<file path="config.mk">
export PLATFORM = sky130hd
export DESIGN_NAME = sincos_arbiter
export DESIGN_NICKNAME = d
export VERILOG_FILES = /design/src/rtl/sincos_arbiter.sv
export SDC_FILE = /design/constraint.sdc
export NUM_CORES = 1
export LEC_CHECK = 0
export ABC_AREA = 1
export BUFFER_PORTS_ARGS = -buffer_cell sky130_fd_sc_hd__buf_2
export CAP_MARGIN = 20
export CORE_MARGIN = 2
export CORE_UTILIZATION = 40
export DETAILED_ROUTE_END_ITERATION = 16
export GPL_ROUTABILITY_DRIVEN = 1
export HOLD_SLACK_MARGIN = 0.06
export SYNTH_ARGS = -nofsm -noshare
export SYNTH_HDL_FRONTEND = slang
export SYNTH_SLANG_ARGS = --single-unit
</file>
<file path="constraint.sdc">
create_clock -name clk -period 2.7 [get_ports clk]
set_clock_uncertainty 0.05 [all_clocks]
set_input_delay 0.27 -clock clk [delete_from_list [all_inputs] [get_ports clk]]
set_output_delay 0.27 -clock clk [all_outputs]
set_load 0.05 [all_outputs]
</file>
<file path="src/rtl/sincos_arbiter.sv">
// sincos_arbiter: round-robin sharing of one sin engine among NUM_CH channels,
// with tag tracking and credit-protected per-channel response FIFOs.
module sincos_arbiter #(
   parameter int NUM_CH       = 4,
   parameter int ENG_LAT      = 4,
   parameter int FIFO_DEPTH   = 4,
   parameter int OUTPUT_WIDTH = 32
) (
   input  logic                           clk,
   input  logic                           rst_i,
   input  logic [NUM_CH-1:0]              req_valid_i,
   output logic [NUM_CH-1:0]              req_ready_o,
   input  logic [NUM_CH*32-1:0]           req_phase_i,
   input  logic [NUM_CH-1:0]              req_cos_i,
   output logic [NUM_CH-1:0]              rsp_valid_o,
   input  logic [NUM_CH-1:0]              rsp_ready_i,
   output logic [NUM_CH*OUTPUT_WIDTH-1:0] rsp_data_o,
   output logic [31:0]                    eng_phase_o,
   output logic                           eng_valid_o,
   input  logic [OUTPUT_WIDTH-1:0]        eng_result_i,
   input  logic                           eng_valid_i,
   output logic                           busy_o,
   output logic                           err_o
);
   localparam int CW = $clog2(NUM_CH);
   localparam int AW = $clog2(FIFO_DEPTH);
   localparam int KW = $clog2(FIFO_DEPTH + 1);
   localparam int TW = ENG_LAT * (CW + 1);

   logic [NUM_CH-1:0]  eligible, hit, push, pop, full, ovf;
   logic [31:0]        phase [NUM_CH];
   logic [CW-1:0]      last_grant, win, idx, eng_ch;
   logic               found, ret_ok;
   logic [TW-1:0]      tag;
   logic [ENG_LAT-1:0] tag_v;

   always_comb begin
      found = 1'b0;
      win = last_grant;
      idx = last_grant;
      for (int k = 1; k <= NUM_CH; k++) begin
         idx = CW'((int'(last_grant) + k) % NUM_CH);
         if (!found && eligible[idx]) begin
            found = 1'b1;
            win = idx;
         end
      end
      req_ready_o = (found && !rst_i) ? NUM_CH'(1) << win : '0;
   end

   // Tag stages are packed {valid, channel}; stage 0 sits in the low bits and
   // pairs with the cycle after eng_valid_o, so the top stage meets eng_valid_i.
   for (genvar s = 0; s < ENG_LAT; s++) begin : g_tag
      assign tag_v[s] = tag[s*(CW+1) + CW];
   end

   assign ret_ok = eng_valid_i && tag[TW-1];

   always_ff @(posedge clk) begin
      if (rst_i) begin
         eng_valid_o <= 1'b0;
         eng_phase_o <= '0;
         eng_ch      <= '0;
         last_grant  <= CW'(NUM_CH - 1);
         tag         <= '0;
         busy_o      <= 1'b0;
         err_o       <= 1'b0;
      end else begin
         eng_valid_o <= found;
         if (found) begin
            eng_phase_o <= phase[win] + (req_cos_i[win] ? 32'h4000_0000 : 32'h0);
            eng_ch      <= win;
            last_grant  <= win;
         end
         tag    <= TW'({tag, eng_valid_o, eng_ch});
         busy_o <= eng_valid_o || (|tag_v) || (|rsp_valid_o);
         err_o  <= err_o || (eng_valid_i != tag[TW-1]) || (|ovf);
      end
   end

   for (genvar c = 0; c < NUM_CH; c++) begin : g_ch
      logic [OUTPUT_WIDTH-1:0] mem [FIFO_DEPTH];
      logic [AW:0]             wr_ptr, rd_ptr;
      logic [KW-1:0]           credit;
      assign phase[c]       = req_phase_i[c*32 +: 32];
      assign eligible[c]    = req_valid_i[c] && credit != '0;
      assign full[c]        = (wr_ptr ^ rd_ptr) == {1'b1, {AW{1'b0}}};
      assign rsp_valid_o[c] = wr_ptr != rd_ptr;
      assign pop[c]         = rsp_valid_o[c] && rsp_ready_i[c];
      assign hit[c]         = ret_ok && tag[TW-2 -: CW] == CW'(c);
      assign push[c]        = hit[c] && !full[c];
      assign ovf[c]         = hit[c] && full[c];
      assign rsp_data_o[c*OUTPUT_WIDTH +: OUTPUT_WIDTH] = mem[rd_ptr[AW-1:0]];
      always_ff @(posedge clk) begin
         if (rst_i) begin
            credit <= KW'(FIFO_DEPTH);
            wr_ptr <= '0;
            rd_ptr <= '0;
         end else begin
            credit <= credit + KW'(pop[c]) - KW'(req_ready_o[c]);
            if (push[c]) wr_ptr <= wr_ptr + 1'b1;
            if (pop[c]) rd_ptr <= rd_ptr + 1'b1;
         end
      end
      always_ff @(posedge clk) begin
         if (push[c]) mem[wr_ptr[AW-1:0]] <= eng_result_i;
      end
   end
endmodule
</file>
==> impl_results.md, run 1 <==
* Leak Pwr at 0.0122 µW
* Largest net degree at the start of global routing at 65
* Clock power frac at 28.9%
* Die span in y at 251 µm
* Avg WL per Cell at 18.9 µm
* Insertion delay to the later sink of the worst-skew pair at slightly below 0.6 ns
* Reg2reg start: last_grant[0]
* Status: finished, violations left
* Ys async rst share at 0%
* Initial DRT Pass Iterations at 6
* Top-Level Pins at between 300 and 400
* # clock sinks at between 600 and 700
* Fin Setup TNS at -0.554 ns
* Cell area after layout at 31500 µm²
* DR iter-0 viols at 1100
* Arr. time, crit path at 2.49 ns
* Die area at ~63000 µm²
* Initial antenna violation count at 2
* Total Routing Usage GR at 19.9%
* Worst EP required at around 2.4 ns
* CTS Buf Count at 66
* First-pass GRT wire length at between 90 and 100 mm
* Clock Pin Slew Worst Setup and Hold Paths at about 0.060 ns
* CTS max path bufs at 3
* H-tree Lvls at 3
* Actual slew at the worst max-slew pin at a little over 0.5 ns
* Slew headroom at 65.6%
* Pwr Density at between 1000 and 1500 nW/µm²
* Net Sw Frac at between 30% and 40%
* Final antenna-violating net count at 0
* MaxCap Viol Count at 0
* Worst hold start: eng_valid_i
* Core Box Area at 60200 µm²
* GP Congestion at about 0.9
* Drt via density at approximately 5.2
* NetSw at 11600 µW
* Fmax at 356 MHz
* NumNets Final at 2793
* Synthesis Warnings at 0
* Maximum vdd drop at roughly 0.0010 V
* Final hold violations at 0
* Die width at between 200 and 300 µm
* CTS tree: done
* Final setup vio count at 12
* Crit end category: output pin
* IO Port Bufs at roughly 350
* Hold depth at 4
* Cell internal pwr at 20000 µW
* Area contributors post-synth: edfxtp_1, dfxtp_1, o21ai_0
* Hold Slack at approximately 0.074 ns
* Fraction of layout cells with a size suffix above 1 at between 20% and 30%
* Syn Std Cell Area at between 20000 and 25000 µm²
* Hold Crit Class: in2reg
* Post-synth top area cell: edfxtp_1
* Seq cells post-synth at roughly 600
* Max-slew violations at 0
* Crit path from: last_grant[0]
* CP Class: reg2out
* Detailed Place HPWL at around 40 mm
* Syn_nets at about 2300
* Final wirelength at 64.5 mm
* Syn Area/Cell at 11.7 µm²
* Setup ws final at -0.109 ns
* Failing checks: negative setup slack
* Tmin final at between 2 and 3 ns
* EDFF count, synth at 512
* Comb power frac at 37.1%
* Max FO, Critical Path at 7
* Sequential power share at between 30% and 40%
* Drc violations at 0
* Root Driver: clkbuf_16
* Top FF cell, synth: edfxtp_1
* Reg2Reg Depth at 18
* DP Area at about 28000 µm²
* # rows at 90
* Vias in the first global route at 17200
* Synth top area share at between 60 and 70%
* Netlist cell types at 39
* Cells after synthesis at approximately 2100
* Initial Util at between 40% and 50%
* Seq/Total Area, Yosys at between 70% and 80%
* CP startpoint kind: register
* Synth-to-layout area growth at 29.2%
* Remaining Overflow, GRT at 0
* Fin crit share at 104%
* RSZ-0062 raised after global routing: yes
* Via count at ~18000
-- worst paths after layout --
path / slack [ns] / to
worst min-delay path: 0.07 / err_o
worst min register to register: 0.35 / tag[7]
worst max register to register: -0.08 / g_ch[3].credit[1]
worst max-delay path: -0.11 / req_ready_o[2]
-- area by class of cell --
class / count / area, µm²
Timing Repair Buffer: 551 / 4030
Tap cell: 782 / 978
Fill cell: 5118 / 28800
Multi-Input combinational cell: 1235 / 6500
Sequential cell: 607 / 17300
Clock inverter: 35 / 434
Antenna cell: 1 / 2.50
Clock buffer: 81 / 1770
Inverter: 123 / 473
-- state kept, by name, indices dropped and copies added, names as in the netlist, named ones only --
register and count:
eng_phase_o 32, eng_ch 2, g_ch.mem 512, g_ch.rd_ptr 12, eng_valid_o 1, last_grant 2
tag 12, err_o 1, g_ch.credit 12, g_ch.wr_ptr 12, busy_o 1
-- worst max-delay path, cell delays in order (launching register included) --
cell	delay, ns
dfxtp_4	0.39
xnor2_4	0.21
buf_6	0.13
nand3_4	0.08
nand2_4	0.11
buf_6	0.13
nand2_4	0.06
nand2_4	0.09
nand2_8	0.08
nor2_4	0.13
inv_2	0.06
nor2_4	0.15
buf_6	0.12
buf_8	0.13
-- cell usage in the layout, fill, tap and decap left out, types with 15 or more instances in the layout --
cell type	netlist	final
edfxtp_1	512	512
buf_2	15	341
nor2_1	315	293
nand2_1	304	292
o21ai_0	275	274
o22ai_1	128	128
dlygate4sd3_1	0	111
inv_1	112	100
dfxtp_1	95	83
clkbuf_16	0	69
nand3_1	66	55
buf_4	6	54
o211ai_1	30	30
buf_12	0	28
ha_1	30	24
a21oi_1	22	22
inv_2	6	16
nand2_2	9	15
-- cells in the mapped netlist (2+ instances only) --
cell type  instances
ha_1              30
nand4_1            5
buf_2             15
dfxtp_1           95
nand2_1          304
nor4_1             3
fa_1               4
inv_2              6
inv_1            112
nor2_1           315
nand2_4            3
o21ai_0          275
clkbuf_1          73
a21oi_1           22
nand2_2            9
xor2_1             7
nand3_2            3
clkinv_1           4
edfxtp_1         512
nand3_1           66
o21ba_2            2
buf_1              9
o211ai_1          30
or2_2              3
buf_4              6
xnor2_1           10
nand3b_1           3
o22ai_1          128
nor3_1             5
buf_6              9
-- per-stage QoR --
step	cells	setup WS (ns)	power, µW	utilization (%)
2_1_floorplan	2077	-0.454	18600	-
3_3_place_gp	3164	-0.0995	20900	45.9
3_5_place_dp	3164	-0.224	21100	45.9
4_1_cts	3401	-0.0526	30900	51.8
5_1_grt	3415	-0.233	33200	52.3
6_report	3415	-0.109	31600	52.3
-- repair_timing --
item                                   CTS  global route
hold buffers                           111             0
setup buffers                           11            12
gates resized for setup                 57            44
pin swaps                               22            19
endpoints found under the hold margin  544             0
cloned                                   0             1
setup endpoints to repair               77            56
-- power groups by stage --
stage                     clock, µW  combinational [µW]  sequential (µW)
after floorplan                   0                7260            11400
after global placement            0                9980            10900
after detailed placement          0               10200            10900
after CTS                      9350               10800            10700
after global routing           9720               12700            10800
final                          9140               11700            10700
-- layer usage --
metal  vias up  track usage [%]  routed length (µm)
li1       8355                -                   -
met1      8468             24.2               25800
met2       641             35.2               32400
met3       139             4.52                4250
met4         2             5.99                1960
met5         -                0                  16
-- kinds of logic (layout without fill, tap and decap cells) --
kind of cell	Yosys count	after routing	share of synthesized area, %
compound gates	462	462	10.6
other cells	0	1	0
flops	607	607	70.9
buf+inv	235	790	4.08
xor+xnor	18	18	0.678
simple gates	721	721	11.9
fa+ha+maj	34	34	1.87
Note: power is estimated with default switching activity, not from simulation.
==> run 2: changes to the inputs <==
CAP_MARGIN = not set   (was 20)
SETUP_SLACK_MARGIN = 0.1   (was not set)
==> run 2 against run 1 <==
Effect of this change: count of clock-buffer cells in the layout grew 4; wire length shrank 1.6%; setup slack gained 0.011 ns; total power shrank 3.1%; the run still ends with negative setup slack left; critical endpoint unchanged; register-to-register slack gained 0.02 ns; core utilization shrank 0.72 points; critical path depth is the same; die area is the same; highest routed layer is now met4; worst hold slack gained 0.0058 ns; global-route usage shrank 0.23 points; sequential cell count is the same.
==> impl_results.md, run 2 (synthesized netlist as in run 1, its figures left out) <==
* Maximum vdd drop at 0.00178 V (+75%)
* Cell internal pwr at 19300 µW (-3.5%)
* Setup ws final at -0.0984 ns (+0.0107 ns)
* Net Sw Frac at 37.0% (+0.23 points)
* Initial DRT Pass Iterations at 8 (+2)
* Fin cells at 3394 (-0.61%)
* Area of the multi-input gates at 6470 µm² (-0.52%)
* NumNets Final at 2773 (-0.72%)
* CTS max path bufs at 3 (unchanged)
* Final hold violations at 0 (unchanged)
* Failing checks: negative setup slack
* Met1 usage at 23.9% (-0.26 points)
* Kind of cell adding the most delay to the critical path: simple AND/OR/NAND/NOR gates
* Crit end category: output pin
* Leak Pwr at 0.0120 µW (-1.5%)
* Cell Chain, Critical Path: buf_12, xnor2_4, nand3_2, nand2_4, buf_4, nand2_4, nand2_4, nand2_8, nor2_4, inv_2, nor2_4, buf_6, buf_8
* Drc violations at 0 (unchanged)
* Die span in y at 251 µm (unchanged)
* Via count at 17300 (-1.7%)
* Tmin final at 2.80 ns (-0.0107 ns)
* Drt via density at 5.10 (-1.1%)
* Sequential power share at 34.9% (+0.9 points)
* Worst EP required at 2.38 ns (about the same)
* # rows at 90 (unchanged)
* Status: finished, violations left
* Commonest non-fill, non-tap cell in the layout: edfxtp_1
* Clock Pin Slew Worst Setup and Hold Paths at 0.06 ns (about the same)
* NetSw at 11300 µW (-2.5%)
* Slew headroom at 65.4% (-0.14 points)
* Fin crit share at 104% (-0.40 points)
* GP Congestion at 0.844 (-3.7%)
* GR Layer Usage met2 at 34.4% (-0.79 points)
* DR iter-0 viols at 1065 (-3.2%)
* CTS Buf Count at 67 (+1.5%)
* Actual slew at the worst max-slew pin at 0.517 ns (+0.00205 ns)
* CP startpoint kind: register
* GRT busiest layer: met2
* Root Driver: clkbuf_16
* Avg WL per Cell at 18.7 µm (-0.96%)
* CP Class: reg2out
* RSZ-0062 raised after global routing: yes
* Most numerous cell on the critical path: nand2_4
* Die area at 62900 µm² (unchanged)
* Final setup vio count at 11 (-1)
* IO Port Bufs at 345 (unchanged)
* Register Area at 17300 µm² (about the same)
* First-pass GRT wire length at 95.7 mm (-1.0%)
* Total Routing Usage GR at 19.7% (-0.23 points)
* Vias in the first global route at 17200 (-0.052%)
* Worst path slowest cell: dfxtp_2
* H-tree Lvls at 3 (unchanged)
* Initial Util at 40.5% (unchanged)
* Synth-to-layout area growth at 27.4%
* Comb power frac at 37.3% (+0.2 points)
* Top-Level Pins at 346 (unchanged)
* Max reg flops at 512 (unchanged)
* Clock power frac at 27.8% (-1.1 points)
* Largest net degree at the start of global routing at 65 (unchanged)
* Max FO, Critical Path at 7 (unchanged)
* Placed cells at 3174 (+0.32%)
* Arr. time, crit path at 2.48 ns (about the same)
* Number of fill cells in the layout at 5127 (+0.18%)
* Dpl ws at -0.169 ns (+0.0553 ns)
* Insertion delay to the later sink of the worst-skew pair at 0.59 ns (about the same)
* Total Power at 30600 µW (-3.1%)
* CTS tree: done
* Met3 Use GR at 4.36% (-0.17 points)
* Max incr delay on CP at 0.33 ns (-0.06 ns)
* Final antenna-violating net count at 0 (unchanged)
* Final wirelength at 63.5 mm (-1.6%)
* Initial antenna violation count at 2 (unchanged)
* Die width at 251 µm (unchanged)
* Detailed Place HPWL at 40.3 mm (+0.65%)
* MaxCap Viol Count at 0 (unchanged)
* Fmax at 357 MHz (+0.38%)
* Core Box Area at 60200 µm² (unchanged)
* Hold Slack at 0.0797 ns (+0.00584 ns)
* Cell area after layout at 31100 µm² (-1.4%)
* DP Area at 27600 µm² (about the same)
* Hold Crit Class: in2reg
* Worst reg-to-reg setup slack at -0.06 ns (+0.02 ns)
* CP Buf/Inv Count at 5 (unchanged)
* Fraction of layout cells with a size suffix above 1 at 24.3% (-0.33 points)
* Commonest non-fill, non-tap cells in the layout: edfxtp_1, buf_2, nand2_1, nor2_1, o21ai_0
* # clock sinks at 607 (unchanged)
* Max-slew violations at 0 (unchanged)
* Remaining Overflow, GRT at 0 (unchanged)
* Pwr Density at 986 nW/µm² (-1.8%)
## run 2: cell types whose count changed in the layout (fill, tap and decap cells not counted), sizes merged
cell | previous run | this run
clkinv | 27 | 25
diode | 1 | 2
clkinvlp | 1 | 4
bufinv | 9 | 3
dlygate4sd3 | 111 | 94
buf | 439 | 430
clkbuf | 82 | 91
## run 2: timing repair
action	CTS	global route
resized for setup	62	40
gates cloned	0	2
endpoints found under the setup margin	91	65
hold endpoints to repair	489	0
pin swaps	10	12
hold buffers	94	0
setup buffers	5	2
## run 2: per-layer routing
metal / part of all wire [%] / routed length (µm)
met5: 0 / 0
met3: 6.4 / 4080
met2: 50 / 31700
met4: 2.9 / 1820
met1: 41 / 25900
## run 2: layout make-up
class	instances	area share [%]
Antenna cell	2	0.0161
Clock buffer	85	5.75
Clock inverter	30	0.754
Inverter	123	1.52
Multi-Input combinational cell	1235	20.8
Sequential cell	607	55.7
Tap cell	782	3.15
Timing Repair Buffer	530	12.3
## run 2: per-stage QoR
step	util, %	TNS, ns
2_1_floorplan	-	-2.59
3_3_place_gp	45.8	-0.548
3_5_place_dp	45.8	-1.35
4_1_cts	51.2	-0.371
5_1_grt	51.5	-2.10
6_report	51.5	-0.458
## run 2: final timing paths
kind | from | depth (start not counted) | to
setup reg to reg | last_grant[0] | 18 | g_ch[3].credit[1]
hold / removal | eng_result_i[29] | 1 | g_ch[2].mem[0][29]
hold reg to reg | tag[0] | 2 | tag[3]
setup / recovery | last_grant[0] | 13 | req_ready_o[2]
## run 2: power groups by stage
stage | Combinational, µW | Clock [µW] | Sequential [µW]
floorplan | 7260 | 0 | 11400
global placement | 10100 | 0 | 10900
detailed placement | 10200 | 0 | 10900
CTS | 10800 | 8720 | 10700
global route | 12400 | 9100 | 10700
finish | 11400 | 8520 | 10700
## run 2: worst reg2reg max path: cells and delay by family (launching register included)
family / cells / cell delay (ns)
adders and majority gates: 3 / 0.94
and+or+nand+nor: 8 / 0.67
buffers and inverters: 6 / 0.50
DFF: 1 / 0.33
xor gates and xnor gates: 1 / 0.21
==> run 3: changes to the inputs <==
GPL_TIMING_DRIVEN = 0   (was not set)
PLACE_DENSITY = 0.67   (was not set)
==> run 3 against run 2 <==
Effect of this change: critical path type unchanged; worst hold slack lost 0.024 ns; die area did not move; core utilization grew 0.85 points; highest routed layer is now met5; total power up 5.1%; the run still ends with negative setup slack left; sequential cell count unchanged; global-route usage increased by 2.0 points; wire length grew 11%.
==> impl_results.md, run 3 (synthesized netlist as in run 1, its figures left out) <==
* Status: finished, violations left
* Failing checks: negative setup slack
* # clock sinks at 607 (unchanged)
* CP startpoint kind: register
* Max FO, Critical Path at 7 (unchanged)
* Worst EP required at 2.38 ns (about the same)
* Initial antenna violation count at 2 (unchanged)
* Cell area after layout at 31600 µm² (+1.7%)
* Largest net degree at the start of global routing at 31 (-52%)
* # rows at 90 (unchanged)
* CTS Buf Count at 66 (-1.5%)
* Leak Pwr at 0.0122 µW (+2.1%)
* Fmax at 330 MHz (-7.6%)
* Commonest non-fill, non-tap cell in the layout: edfxtp_1
* Dpl ws at -0.462 ns (-0.293 ns)
* Max reg flops at 512 (unchanged)
* NumNets Final at 2839 (+2.4%)
* IO Port Bufs at 344 (-0.29%)
* Fin crit share at 112% (+8.5 points)
* Final wirelength at 70.6 mm (+11%)
* Pwr Density at 1020 nW/µm² (+3.4%)
* Crit end category: output pin
* Via count at 18200 (+5.3%)
* Die area at 62900 µm² (unchanged)
* Final hold violations at 0 (unchanged)
* Slew headroom at 55.6% (-9.8 points)
* Fraction of layout cells with a size suffix above 1 at 27.0% (+2.8 points)
* MaxCap Viol Count at 0 (unchanged)
* Avg WL per Cell at 20.4 µm (+8.9%)
* Commonest non-fill, non-tap cells in the layout: edfxtp_1, buf_2, nor2_1, nand2_1, o21ai_0
* GP Congestion at 0.933 (+10%)
* Setup ws final at -0.327 ns (-0.229 ns)
* Remaining Overflow, GRT at 0 (unchanged)
* CTS max path bufs at 3 (unchanged)
* Actual slew at the worst max-slew pin at 0.663 ns (+0.147 ns)
* Max-slew violations at 0 (unchanged)
* Synth-to-layout area growth at 29.5%
* Detailed Place HPWL at 47.2 mm (+17%)
* Hold Slack at 0.0560 ns (-0.0237 ns)
* Clock Pin Slew Worst Setup and Hold Paths at 0.06 ns (about the same)
* Number of fill cells in the layout at 5105 (-0.43%)
* Final Util at 52.4% (+0.85 points)
* Initial Util at 40.5% (unchanged)
* Register Area at 17300 µm² (about the same)
* Top-Level Pins at 346 (unchanged)
* Hold Crit Class: in2reg
* Die span in y at 251 µm (unchanged)
* Maximum vdd drop at 0.00122 V (-31%)
* H-tree Lvls at 3 (unchanged)
* CP Class: reg2out
* DP Area at 27600 µm² (about the same)
* Final setup vio count at 14 (+3)
* Insertion delay to the later sink of the worst-skew pair at 0.59 ns (about the same)
* Die width at 251 µm (unchanged)
* Tmin final at 3.03 ns (+0.229 ns)
* RSZ-0062 raised after global routing: yes
* CTS tree: done
* First-pass GRT wire length at 104 mm (+8.3%)
* Fin Setup TNS at -3.31 ns (-2.85 ns)
* Root Driver: clkbuf_16
* Area of the multi-input gates at 6690 µm² (+3.4%)
* Initial DRT Pass Iterations at 5 (-3)
* Final antenna-violating net count at 0 (unchanged)
* Core Box Area at 60200 µm² (unchanged)
* Arr. time, crit path at 2.71 ns (+0.23 ns)
* DR iter-0 viols at 1303 (+22%)
* Drc violations at 0 (unchanged)
* Vias in the first global route at 17900 (+4.3%)
* Total Routing Usage GR at 21.7% (+2.0 points)
* Drt via density at 5.26 (+3.1%)
## run 3: cell types whose count changed in the layout (fill, tap and decap cells not counted), sizes merged
cell         change
dlygate4sd3      -1
inv              +3
clkinv           +3
clkbuf          +68
buf              -2
## run 3: what timing repair did
item	CTS	global route
endpoints found under the hold margin	494	0
cloned	0	0
endpoints found under the setup margin	146	120
hold buffers	93	0
buffers inserted	25	8
gates resized for setup	176	94
pin swaps	25	22
## run 3: worst max-delay path, stage by stage (launching register included)
cell,delay [ns]
dfxtp_2,0.32
buf_8,0.14
xnor2_4,0.25
inv_2,0.11
nand3_4,0.10
buf_4,0.12
nand3_1,0.17
nand3_2,0.15
nand2_4,0.07
buf_12,0.13
nor3_4,0.18
buf_4,0.15
buf_6,0.09
buf_8,0.13
## run 3: per-layer routing
layer	part of all wire [%]	vias to the layer above	global-route usage, %
met4	2.8	2	7.32
met3	7.5	125	4.36
li1	-	8467	-
met2	50	739	37.9
met5	0.0071	-	0
met1	39	8886	26.9
## run 3: final timing paths
kind                  start           endpoint  slack, ns  cells past startpoint
max           last_grant[0]     req_ready_o[0]      -0.33                     13
min          rsp_ready_i[2]  g_ch[2].rd_ptr[1]       0.06                      4
max reg2reg   last_grant[0]  g_ch[0].credit[2]      -0.33                     18
min reg2reg          tag[7]            tag[10]       0.34                      2
## run 3: layout make-up
cell class                      count  share of cell area, %
Antenna cell                        2                 0.0159
Multi-Input combinational cell   1235                   21.2
Inverter                          123                   1.54
Clock buffer                       83                   5.60
Buffer                            111                   2.13
Sequential cell                   607                   54.8
Timing Repair Buffer              486                   10.8
Tap cell                          782                   3.10
Clock inverter                     36                  0.912
## run 3: metrics by stage
step | std cells | power (µW)
after floorplan | 2077 | 18600
after global placement | 3203 | 21600
after detailed placement | 3219 | 21700
after CTS | 3455 | 31800
after global routing | 3464 | 33700
final | 3465 | 32200
## run 3: power breakdown
group          internal (µW)  total (µW)  switching, µW  leakage (µW)
registers              10500       10700            229       0.00538
logic                   4350       12800           8490       0.00585
clock network           4960        8610           3650       0.00100
total                  19800       32200          12400        0.0122
